[config.mk]
export PLATFORM = sky130hd
export DESIGN_NAME = cc_alu_sequencer
export DESIGN_NICKNAME = d
export VERILOG_FILES = /design/src/rtl/cc_alu_pkg.sv /design/src/rtl/cc_icc_register.sv /design/src/rtl/cc_alu_sequencer.sv
export SDC_FILE = /design/constraint.sdc
export NUM_CORES = 1
export LEC_CHECK = 0
export CORE_ASPECT_RATIO = 0.8
export CORE_MARGIN = 2
export CORE_UTILIZATION = 42
export CTS_BUF_LIST = sky130_fd_sc_hd__clkbuf_8
export CTS_CLUSTER_DIAMETER = 60
export DETAILED_ROUTE_END_ITERATION = 10
export MAX_ROUTING_LAYER = met4
export PLACE_DENSITY = 0.77
export SYNTH_ARGS = -nofsm -noshare
export SYNTH_HDL_FRONTEND = slang
export SYNTH_HIERARCHICAL = 1
export SYNTH_SLANG_ARGS = --single-unit
[constraint.sdc]
create_clock -name CC_ALUSEQ_CLOCK_50 -period 2.1 [get_ports CC_ALUSEQ_CLOCK_50]
set_input_delay 0.63 -clock CC_ALUSEQ_CLOCK_50 [delete_from_list [all_inputs] [get_ports CC_ALUSEQ_CLOCK_50]]
set_output_delay 0.63 -clock CC_ALUSEQ_CLOCK_50 [all_outputs]
set_load 0.02 [all_outputs]
[src/rtl/cc_alu_pkg.sv]
// Shared definitions for the ALU sequencer: ALU selection codes, sequencer
// state encoding and condition-code bit positions.
package cc_alu_pkg;

    localparam logic [3:0] ALU_BUSA  = 4'b0000;
    localparam logic [3:0] ALU_OR    = 4'b0001;
    localparam logic [3:0] ALU_AND   = 4'b0010;
    localparam logic [3:0] ALU_ADDCC = 4'b0011;
    localparam logic [3:0] ALU_XOR   = 4'b0100;
    localparam logic [3:0] ALU_ADD   = 4'b1000;
    localparam logic [3:0] ALU_SUB   = 4'b1001;
    localparam logic [3:0] ALU_INC   = 4'b1010;
    localparam logic [3:0] ALU_DEC   = 4'b1011;
    localparam logic [3:0] ALU_NOP   = 4'b1111;

    typedef enum logic [1:0] {
        STATE_IDLE = 2'd0,
        STATE_EXEC = 2'd1,
        STATE_MUL  = 2'd2,
        STATE_RESP = 2'd3
    } seqState_t;

    localparam int ICC_N = 3;
    localparam int ICC_Z = 2;
    localparam int ICC_V = 1;
    localparam int ICC_C = 0;

endpackage

[src/rtl/cc_icc_register.sv]
// Architectural condition-code register {N,Z,V,C}; loads either the inverted
// active-low ALU flags or the locally computed multiply N/Z.
module cc_icc_register
    import cc_alu_pkg::*;
(
    input  logic       clk,
    input  logic       reset,
    input  logic       load,
    input  logic       selMul,
    input  logic       aluNegativeLow,
    input  logic       aluZeroLow,
    input  logic       aluOverflowLow,
    input  logic       aluCarryLow,
    input  logic       mulNegative,
    input  logic       mulZero,
    output logic [3:0] icc
);

    logic [3:0] iccNext;

    // Multiply results never report overflow or carry, so V and C clear.
    always_comb begin
        iccNext = '0;
        if (selMul) begin
            iccNext[ICC_N] = mulNegative;
            iccNext[ICC_Z] = mulZero;
        end else begin
            iccNext[ICC_N] = ~aluNegativeLow;
            iccNext[ICC_Z] = ~aluZeroLow;
            iccNext[ICC_V] = ~aluOverflowLow;
            iccNext[ICC_C] = ~aluCarryLow;
        end
    end

    always_ff @(posedge clk) begin
        if (reset) begin
            icc <= '0;
        end else if (load) begin
            icc <= iccNext;
        end
    end

endmodule

[src/rtl/cc_alu_sequencer.sv]
// Command-level owner of the shared ALU: runs single ALU ops, a shift-and-add
// multiply through the ALU ADD path, and returns results over valid/ready.
module cc_alu_sequencer
    import cc_alu_pkg::*;
#(
    parameter int DATAWIDTH_BUS           = 32,
    parameter int DATAWIDTH_ALU_SELECTION = 4,
    parameter int DATAWIDTH_MULCNT        = 6
) (
    input  logic                               CC_ALUSEQ_CLOCK_50,
    input  logic                               CC_ALUSEQ_RESET_InHigh,
    input  logic                               CC_ALUSEQ_cmdValid_In,
    output logic                               CC_ALUSEQ_cmdReady_Out,
    input  logic [DATAWIDTH_ALU_SELECTION-1:0] CC_ALUSEQ_cmdOp_InBus,
    input  logic                               CC_ALUSEQ_cmdMul_In,
    input  logic                               CC_ALUSEQ_cmdSetCC_In,
    input  logic [DATAWIDTH_BUS-1:0]           CC_ALUSEQ_cmdDataA_InBus,
    input  logic [DATAWIDTH_BUS-1:0]           CC_ALUSEQ_cmdDataB_InBus,
    output logic                               CC_ALUSEQ_rspValid_Out,
    input  logic                               CC_ALUSEQ_rspReady_In,
    output logic [DATAWIDTH_BUS-1:0]           CC_ALUSEQ_rspData_OutBus,
    output logic [3:0]                         CC_ALUSEQ_icc_OutBus,
    output logic [DATAWIDTH_ALU_SELECTION-1:0] CC_ALUSEQ_aluSelection_OutBus,
    output logic [DATAWIDTH_BUS-1:0]           CC_ALUSEQ_aluDataA_OutBus,
    output logic [DATAWIDTH_BUS-1:0]           CC_ALUSEQ_aluDataB_OutBus,
    input  logic [DATAWIDTH_BUS-1:0]           CC_ALUSEQ_aluData_InBus,
    input  logic                               CC_ALUSEQ_aluOverflow_InLow,
    input  logic                               CC_ALUSEQ_aluCarry_InLow,
    input  logic                               CC_ALUSEQ_aluNegative_InLow,
    input  logic                               CC_ALUSEQ_aluZero_InLow
);

    localparam logic [DATAWIDTH_ALU_SELECTION-1:0] SEL_NOP = DATAWIDTH_ALU_SELECTION'(ALU_NOP);
    localparam logic [DATAWIDTH_ALU_SELECTION-1:0] SEL_ADD = DATAWIDTH_ALU_SELECTION'(ALU_ADD);
    localparam logic [DATAWIDTH_MULCNT-1:0]        CNT_LAST = DATAWIDTH_MULCNT'(DATAWIDTH_BUS - 1);

    seqState_t state;
    seqState_t stateNext;

    logic [DATAWIDTH_ALU_SELECTION-1:0] opReg;
    logic                               setCCReg;
    logic [DATAWIDTH_BUS-1:0]           aReg;
    logic [DATAWIDTH_BUS-1:0]           bReg;
    logic [DATAWIDTH_BUS-1:0]           acc;
    logic [DATAWIDTH_BUS-1:0]           mcand;
    logic [DATAWIDTH_BUS-1:0]           mplier;
    logic [DATAWIDTH_MULCNT-1:0]        cnt;
    logic [DATAWIDTH_BUS-1:0]           rspData;

    logic                     cmdAccept;
    logic                     rspDone;
    logic                     mulLast;
    logic [DATAWIDTH_BUS-1:0] accAfter;
    logic                     iccLoad;

    assign cmdAccept = CC_ALUSEQ_cmdValid_In && (state == STATE_IDLE);
    assign rspDone   = (state == STATE_RESP) && CC_ALUSEQ_rspReady_In;
    assign mulLast   = (cnt == CNT_LAST);
    // Accumulator value after the current iteration, used for both the
    // running update and the final result/flags on the last iteration.
    assign accAfter  = mplier[0] ? CC_ALUSEQ_aluData_InBus : acc;
    assign iccLoad   = setCCReg && ((state == STATE_EXEC) || ((state == STATE_MUL) && mulLast));

    always_ff @(posedge CC_ALUSEQ_CLOCK_50) begin
        if (CC_ALUSEQ_RESET_InHigh) begin
            state <= STATE_IDLE;
        end else begin
            state <= stateNext;
        end
    end

    always_comb begin
        stateNext = state;
        case (state)
            STATE_IDLE: if (cmdAccept) stateNext = CC_ALUSEQ_cmdMul_In ? STATE_MUL : STATE_EXEC;
            STATE_EXEC: stateNext = STATE_RESP;
            STATE_MUL:  if (mulLast) stateNext = STATE_RESP;
            STATE_RESP: if (rspDone) stateNext = STATE_IDLE;
            default:    stateNext = STATE_IDLE;
        endcase
    end

    always_comb begin
        CC_ALUSEQ_cmdReady_Out        = 1'b0;
        CC_ALUSEQ_rspValid_Out        = 1'b0;
        CC_ALUSEQ_aluSelection_OutBus = SEL_NOP;
        CC_ALUSEQ_aluDataA_OutBus     = '0;
        CC_ALUSEQ_aluDataB_OutBus     = '0;
        case (state)
            STATE_IDLE: CC_ALUSEQ_cmdReady_Out = 1'b1;
            STATE_EXEC: begin
                CC_ALUSEQ_aluSelection_OutBus = opReg;
                CC_ALUSEQ_aluDataA_OutBus     = aReg;
                CC_ALUSEQ_aluDataB_OutBus     = bReg;
            end
            STATE_MUL: begin
                CC_ALUSEQ_aluSelection_OutBus = SEL_ADD;
                CC_ALUSEQ_aluDataA_OutBus     = acc;
                CC_ALUSEQ_aluDataB_OutBus     = mcand;
            end
            STATE_RESP: CC_ALUSEQ_rspValid_Out = 1'b1;
            default: ;
        endcase
    end

    always_ff @(posedge CC_ALUSEQ_CLOCK_50) begin
        if (CC_ALUSEQ_RESET_InHigh) begin
            opReg    <= '0;
            setCCReg <= 1'b0;
            aReg     <= '0;
            bReg     <= '0;
            acc      <= '0;
            mcand    <= '0;
            mplier   <= '0;
            cnt      <= '0;
            rspData  <= '0;
        end else begin
            case (state)
                STATE_IDLE: begin
                    if (cmdAccept) begin
                        opReg    <= CC_ALUSEQ_cmdOp_InBus;
                        setCCReg <= CC_ALUSEQ_cmdSetCC_In;
                        aReg     <= CC_ALUSEQ_cmdDataA_InBus;
                        bReg     <= CC_ALUSEQ_cmdDataB_InBus;
                        acc      <= '0;
                        mcand    <= CC_ALUSEQ_cmdDataA_InBus;
                        mplier   <= CC_ALUSEQ_cmdDataB_InBus;
                        cnt      <= '0;
                    end
                end
                STATE_EXEC: rspData <= CC_ALUSEQ_aluData_InBus;
                STATE_MUL: begin
                    acc    <= accAfter;
                    mcand  <= mcand << 1;
                    mplier <= mplier >> 1;
                    cnt    <= cnt + DATAWIDTH_MULCNT'(1);
                    if (mulLast) begin
                        rspData <= accAfter;
                    end
                end
                default: ;
            endcase
        end
    end

    cc_icc_register iccRegister (
        .clk            (CC_ALUSEQ_CLOCK_50),
        .reset          (CC_ALUSEQ_RESET_InHigh),
        .load           (iccLoad),
        .selMul         (state == STATE_MUL),
        .aluNegativeLow (CC_ALUSEQ_aluNegative_InLow),
        .aluZeroLow     (CC_ALUSEQ_aluZero_InLow),
        .aluOverflowLow (CC_ALUSEQ_aluOverflow_InLow),
        .aluCarryLow    (CC_ALUSEQ_aluCarry_InLow),
        .mulNegative    (accAfter[DATAWIDTH_BUS-1]),
        .mulZero        (accAfter == '0),
        .icc            (CC_ALUSEQ_icc_OutBus)
    );

    assign CC_ALUSEQ_rspData_OutBus = rspData;

endmodule

==> results_dict.tcl, run 1 <==
set metrics [dict create \
    status "finished with violations" \
    violations "negative setup slack" \
    dpl.hpwl_um 20930 \
    cts_num_sinks 209 \
    first_iter_violations 725 \
    dieArea_mm2 0.02354 \
    rsz0062_at_grt "yes" \
    routabilityCongestion 0.9102 \
    clkPwrFrac 0.225 \
    crit_required_ns 1.47 \
    layout.cells.non_filler 1706 \
    die_w_um 171.0 \
    final_cell_mix "dfxtp_1, nand2_1, nor2_1, clkdlybuf4s50_1, buf_4" \
    drt_first_pass_iters 5 \
    fin_nets 1494 \
    worstSetupEndpointType "output pin" \
    drtAntennaViolNets 0 \
    switchingPower_mw 6.726 \
    power_mw 17.85 \
    cellInternalPower_mw 11.13 \
    drcViolationCount 0 \
    synth_area_mm2 0.009374 \
    clock.fmax_mhz 396.8 \
    min_period_ns 2.520 \
    clk_pin_slew_ns 0.07 \
    dp_cells 1617 \
    r2r-start "state[1]$_SDFFE_PP0P_" \
    hold_class "reg -> reg" \
    fin_skew_ns 0.01492 \
    power.static_leakage_nw 5.502 \
    min_to "opReg[2]$_SDFFE_PP0P_" \
    layout_setup_ws_ns -0.4202 \
    synth_top_area_cell "dfxtp_1" \
    yosysTopAreaCellShare 0.4463 \
    grt_pass1_vias 8973 \
    worstHoldStart "opReg[2]$_SDFFE_PP0P_" \
    ys_seq_area_frac 0.4463 \
    antenna_found_initial 0 \
    syn_nets 1213 \
    syn_inst 1098 \
    cts_hold_buffers 0 \
    core_area_mm2 0.02174 \
    yosys-top-cells-area "dfxtp_1, a22oi_1, mux2i_1" \
    clk_latency_ns 0.52 \
    clockBufferDepth 3 \
    grtUsageTotal 0.2667 \
    slew_viol_final 0 \
    yosysWarnings 6 \
    cts_root_buf "clkbuf_8" \
    fillers 1779 \
    io_buffers 215 \
    worstMarginPinSlew_ns 0.4828 \
    grt_start_max_net_pins 54 \
    drive_gt1_frac 0.3030 \
    worstPathArrival_ns 1.89 \
    vias 9392 \
    pwr-share-comb 0.446 \
    cts_made_buffers 36 \
    cts_htree_levels 2 \
    fin_crit_sh 1.200 \
    viasPerCell 5.505 \
    wirelength_um 31550 \
    die-height_um 137.6 \
    reg2reg_to "CC_ALUSEQ_rspData_OutBus[0]$_SDFFE_PP0P_" \
    grt_first_pass_wirelength_um 48170 \
    ys_ff_latch 209 \
    start_util 0.4312 \
    drv_cap 0 \
    routedWlPerCell_um 18.49 \
    swShare 0.3767 \
    avgSynthCellArea_um2 8.537 \
    worst-path-max-fanout 7 \
    layout_commonest_cell "dfxtp_1" \
    power_per_cell_area_mw_per_mm2 1264 \
    setup.worst_path.start_class "register" \
    tritoncts "built" \
    ys_types 39 \
    row_count 48 \
    diodes 0 \
    slew_headroom 0.6781 \
    hold_depth 2 \
    final_util 0.6497 \
    dpl_worst_slack_ns -0.4860 \
    gr-total-overflow 0 \
    boundaryPins 216 \
    seqPwrFrac 0.329 \
    criticalPathCategory "reg -> out" \
    hold_viol 0 \
    synthToLayoutAreaGrowth_pct 50.68 \
    ir_drop_v 0.0004880 \
    rrSetupSlack_ns -0.03 \
    finalHoldWorstSlack_ns 0.4545 \
    setup_viol 69 \
    reg2reg_depth 10 \
]
## layer usage
layer | vias to the layer above | wire length (um) | GRT usage
met3 | 76 | 2651 | 0.05544
met5 | - | 0 | -
li1 | 4474 | - | -
met4 | 0 | 843 | 0.08380
met1 | 4434 | 13760 | 0.3545
met2 | 408 | 14290 | 0.4084
## cell type report
type / count / area, um2 / area share
Multi-Input combinational cell: 781 / 5289 / 0.3744
Sequential cell: 209 / 4187 / 0.2964
Timing Repair Buffer: 341 / 3438 / 0.2434
Clock buffer: 49 / 674.4 / 0.04775
Tap cell: 300 / 375.4 / 0.02657
Clock inverter: 16 / 121.4 / 0.008592
Inverter: 10 / 40.04 / 0.002835
## state kept, by name (all words and copies together) (netlist names)
| register | flops |
|---|---|
| CC_ALUSEQ_rspData_OutBus | 32 |
| aReg | 32 |
| acc | 32 |
| bReg | 32 |
| mcand | 32 |
| mplier | 32 |
| cnt | 6 |
| iccRegister/icc | 4 |
| opReg | 4 |
| state | 2 |
| setCCReg | 1 |
## through the flow
step	setup TNS, ns	cell area, um2
detailed placement	-26.57	12710
finish	-25.28	14120
CTS	-26.50	13900
global placement	-24.73	12710
global route	-31.98	14120
floorplan	0	9555
## power by group through the flow
stage                     registers, mW  logic (mW)  clock network [mW]
final                              5.88        7.96                4.02
after CTS                          5.86        7.67                4.11
after global placement             5.83        7.07                   0
after global routing               6.00        8.57                4.28
after detailed placement           5.85        7.21                   0
after floorplan                    5.91        4.20                   0
## logic make-up after synthesis
group                    synth area share
AND/OR/NAND/NOR                    0.2015
AO/OA/AOI/OAI                      0.2202
flip-flops                         0.4463
buffers and inverters             0.04979
multiplexers                      0.07168
adder cells (fa/ha/maj)          0.006674
XOR/XNOR                         0.003737
## cells in the mapped netlist (all sizes together)
master   count
xor2         4
a22oi       97
nor2       137
or2          1
and2         1
o22ai       31
a211oi      65
ha           5
nand3        1
a21oi       78
nor4        12
inv         10
or4          1
a32oi        1
o31ai        2
a311oi       2
nand4        6
mux2         1
clkbuf      70
or3b         3
a31o         1
nand2b       4
nor3        38
o41ai        3
nor4b        1
dfxtp      209
a2bb2oi      1
nor2b       67
nand2      148
mux2i       66
o21a         2
and3         2
buf         28
## critical path: stages (launching register included)
cell	delay, ns
dfxtp_2	0.34
buf_6	0.12
ha_4	0.20
buf_6	0.15
buf_12	0.14
a22oi_2	0.21
nor2b_2	0.07
buf_6	0.13
## how the worst max path moves through the flow
stage	from	to	slack [ns]	cells after the start
global placement	CC_ALUSEQ_aluData_InBus[30]	iccRegister/icc[2]$_SDFFE_PP0P_	-0.54	8
CTS	state[1]$_SDFFE_PP0P_	CC_ALUSEQ_aluDataB_OutBus[23]	-0.45	7
floorplan	state[0]$_SDFFE_PP0P_	CC_ALUSEQ_aluDataB_OutBus[26]	0.007	7
finish	state[1]$_SDFFE_PP0P_	CC_ALUSEQ_aluDataB_OutBus[4]	-0.42	7
detailed placement	CC_ALUSEQ_aluData_InBus[30]	iccRegister/icc[2]$_SDFFE_PP0P_	-0.49	8
global route	state[1]$_SDFFE_PP0P_	CC_ALUSEQ_aluDataB_OutBus[1]	-0.49	6
## timing repair
item,4_1_cts,5_1_grt
gates cloned,5,2
pin swaps,35,11
setup buffers,9,10
endpoints found under the setup margin,116,102
resized for setup,462,36
hold endpoints to repair,0,0
Power figures use the tool's default switching activity.
==> run 2, diff against run 1 <==
--- a/config.mk
+++ b/config.mk
@@ -12,7 +12,7 @@
 export CTS_CLUSTER_DIAMETER = 60
 export DETAILED_ROUTE_END_ITERATION = 10
 export MAX_ROUTING_LAYER = met4
-export PLACE_DENSITY = 0.77
+export PLACE_DENSITY_LB_ADDON = 0.08
 export SYNTH_ARGS = -nofsm -noshare
 export SYNTH_HDL_FRONTEND = slang
 export SYNTH_HIERARCHICAL = 1
==> results_dict.tcl, run 2 (same netlist as run 1, synthesis figures left out) <==
set metrics [dict create \
    clock.fmax_mhz 391.8 \
    drcViolationCount 0 \
    hold_viol 0 \
    violations "negative setup slack" \
    slew_viol_final 0 \
    busiest_layer "met2" \
    clk_latency_ns 0.52 \
    dpl.hpwl_um 20280 \
    multi_input_comb_area_mm2 0.005497 \
    grt_first_pass_wirelength_um 47600 \
    worst-path-max-fanout 9 \
    fin_nets 1513 \
    status "finished with violations" \
    slowest_stage "dfxtp_2" \
    row_count 48 \
    place_area_mm2 0.01270 \
    cp_slowest_stage_delay_ns 0.36 \
    die_w_um 171.0 \
    setup_viol 139 \
    fin_skew_ns 0.01402 \
    drt_first_pass_iters 5 \
    slew_headroom 0.5675 \
    cts_num_sinks 209 \
    worstMarginPinSlew_ns 0.6432 \
    clockBufferDepth 3 \
    diodes 0 \
    crit_required_ns 1.47 \
    die-height_um 137.6 \
    viasPerCell 5.492 \
    rsz0062_at_grt "yes" \
    clk_pin_slew_ns 0.06 \
    grtUsageTotal 0.2640 \
    tritoncts "built" \
    routedWlPerCell_um 19.14 \
    setup.worst_path.start_class "register" \
    boundaryPins 216 \
    cts_hold_buffers 0 \
    final_util 0.6728 \
    worstSetupEndpointType "output pin" \
    drive_gt1_frac 0.3369 \
    vias 9441 \
    synthToLayoutAreaGrowth_pct 56.05 \
    antenna_found_initial 0 \
    first_iter_violations 661 \
    dieArea_mm2 0.02354 \
    use_met1 0.3539 \
    worstPathCellList "buf_6, ha_4, buf_12, a22oi_2, nor2b_2, clkdlybuf4s15_2" \
    layout_setup_ws_ns -0.4524 \
    wirelength_um 32910 \
    power.static_leakage_nw 5.724 \
    grt_start_max_net_pins 52 \
    min_period_ns 2.552 \
    grt_use_met2 0.4131 \
    power_per_cell_area_mw_per_mm2 1270 \
    hold_class "in -> reg" \
    criticalPathCategory "reg -> out" \
    io_buffers 215 \
    cts_htree_levels 2 \
    gr-total-overflow 0 \
    fin_crit_sh 1.215 \
    met3_usage 0.05200 \
    worstPathArrival_ns 1.92 \
    start_util 0.4312 \
    layout_commonest_cell "dfxtp_1" \
    final_cell_mix "dfxtp_1, nand2_1, buf_4, nor2_1, clkdlybuf4s50_1" \
    drv_cap 0 \
    seq_area_mm2 0.004189 \
    routabilityCongestion 0.8417 \
    dpl_worst_slack_ns -0.3796 \
    ir_drop_v 0.0006355 \
    core_area_mm2 0.02174 \
    drtAntennaViolNets 0 \
    fin_area_mm2 0.01463 \
    fillers 1845 \
    cts_root_buf "clkbuf_8" \
    cts_made_buffers 36 \
    finalHoldWorstSlack_ns 0.4508 \
    grt_pass1_vias 8903 \
]
-- run 2: where the power goes --
| group | switching, mW | internal, mW | total, mW |
|---|---|---|---|
| Sequential | 0.835 | 5.06 | 5.89 |
| Clock | 1.63 | 1.99 | 3.63 |
| Combinational | 4.64 | 4.41 | 9.05 |
| Total | 7.11 | 11.5 | 18.6 |
-- run 2: path summary, 6_finish.rpt --
| kind | start | to | slack (ns) | cells past startpoint |
|---|---|---|---|---|
| worst max-delay path | state[1]$_SDFFE_PP0P_ | CC_ALUSEQ_aluDataA_OutBus[29] | -0.45 | 6 |
| worst min-delay path | CC_ALUSEQ_RESET_InHigh | CC_ALUSEQ_rspData_OutBus[31]$_SDFFE_PP0P_ | 0.45 | 2 |
| worst max register to register | state[1]$_SDFFE_PP0P_ | CC_ALUSEQ_rspData_OutBus[18]$_SDFFE_PP0P_ | -0.24 | 13 |
| worst min register to register | bReg[30]$_SDFFE_PP0P_ | bReg[30]$_SDFFE_PP0P_ | 0.46 | 2 |
-- run 2: cell type report --
class	instances	share of cell area
multi-input combinational	782	0.3758
clock buffer	44	0.04140
tap	300	0.02566
timing repair buffer	359	0.2624
clock inverter	15	0.005645
sequential	209	0.2864
inverter	10	0.002737
-- run 2: timing repair --
action,4_1_cts,5_1_grt
gates cloned,6,11
setup buffers,15,17
pin swaps,22,14
gates resized for setup,461,121
endpoints found under the setup margin,108,208
-- run 2: per-layer routing --
layer  up-vias  wire [um]
met5         -          0
met1      4513      14940
met2       375      14890
met3        49       2548
met4         0        527
li1       4504          -
-- run 2: critical path, delay by kind of cell, from the launching register on --
| family | cells | cell delay, ns |
|---|---|---|
| AOI/OAI and AO/OA | 1 | 0.10 |
| buffers and inverters | 3 | 0.56 |
| and+or+nand+nor | 1 | 0.14 |
| adders and majority gates | 1 | 0.26 |
| DFF | 1 | 0.36 |
-- run 2: per-stage QoR --
step                instances  total power, mW  TNS, ns
detailed placement       1614            12.94   -27.71
global placement         1614            12.88   -24.39
finish                   1719            18.57   -36.27
global route             1719            19.51   -45.72
floorplan                1098            10.11        0
CTS                      1694            17.44   -56.72
==> run 3, diff against run 2 <==
--- a/config.mk
+++ b/config.mk
@@ -5,6 +5,7 @@
 export SDC_FILE = /design/constraint.sdc
 export NUM_CORES = 1
 export LEC_CHECK = 0
+export ABC_AREA = 0
 export CORE_ASPECT_RATIO = 0.8
 export CORE_MARGIN = 2
 export CORE_UTILIZATION = 42
==> results of run 3 <==
The final DEF is identical to that of run 2; final timing and power are the same.
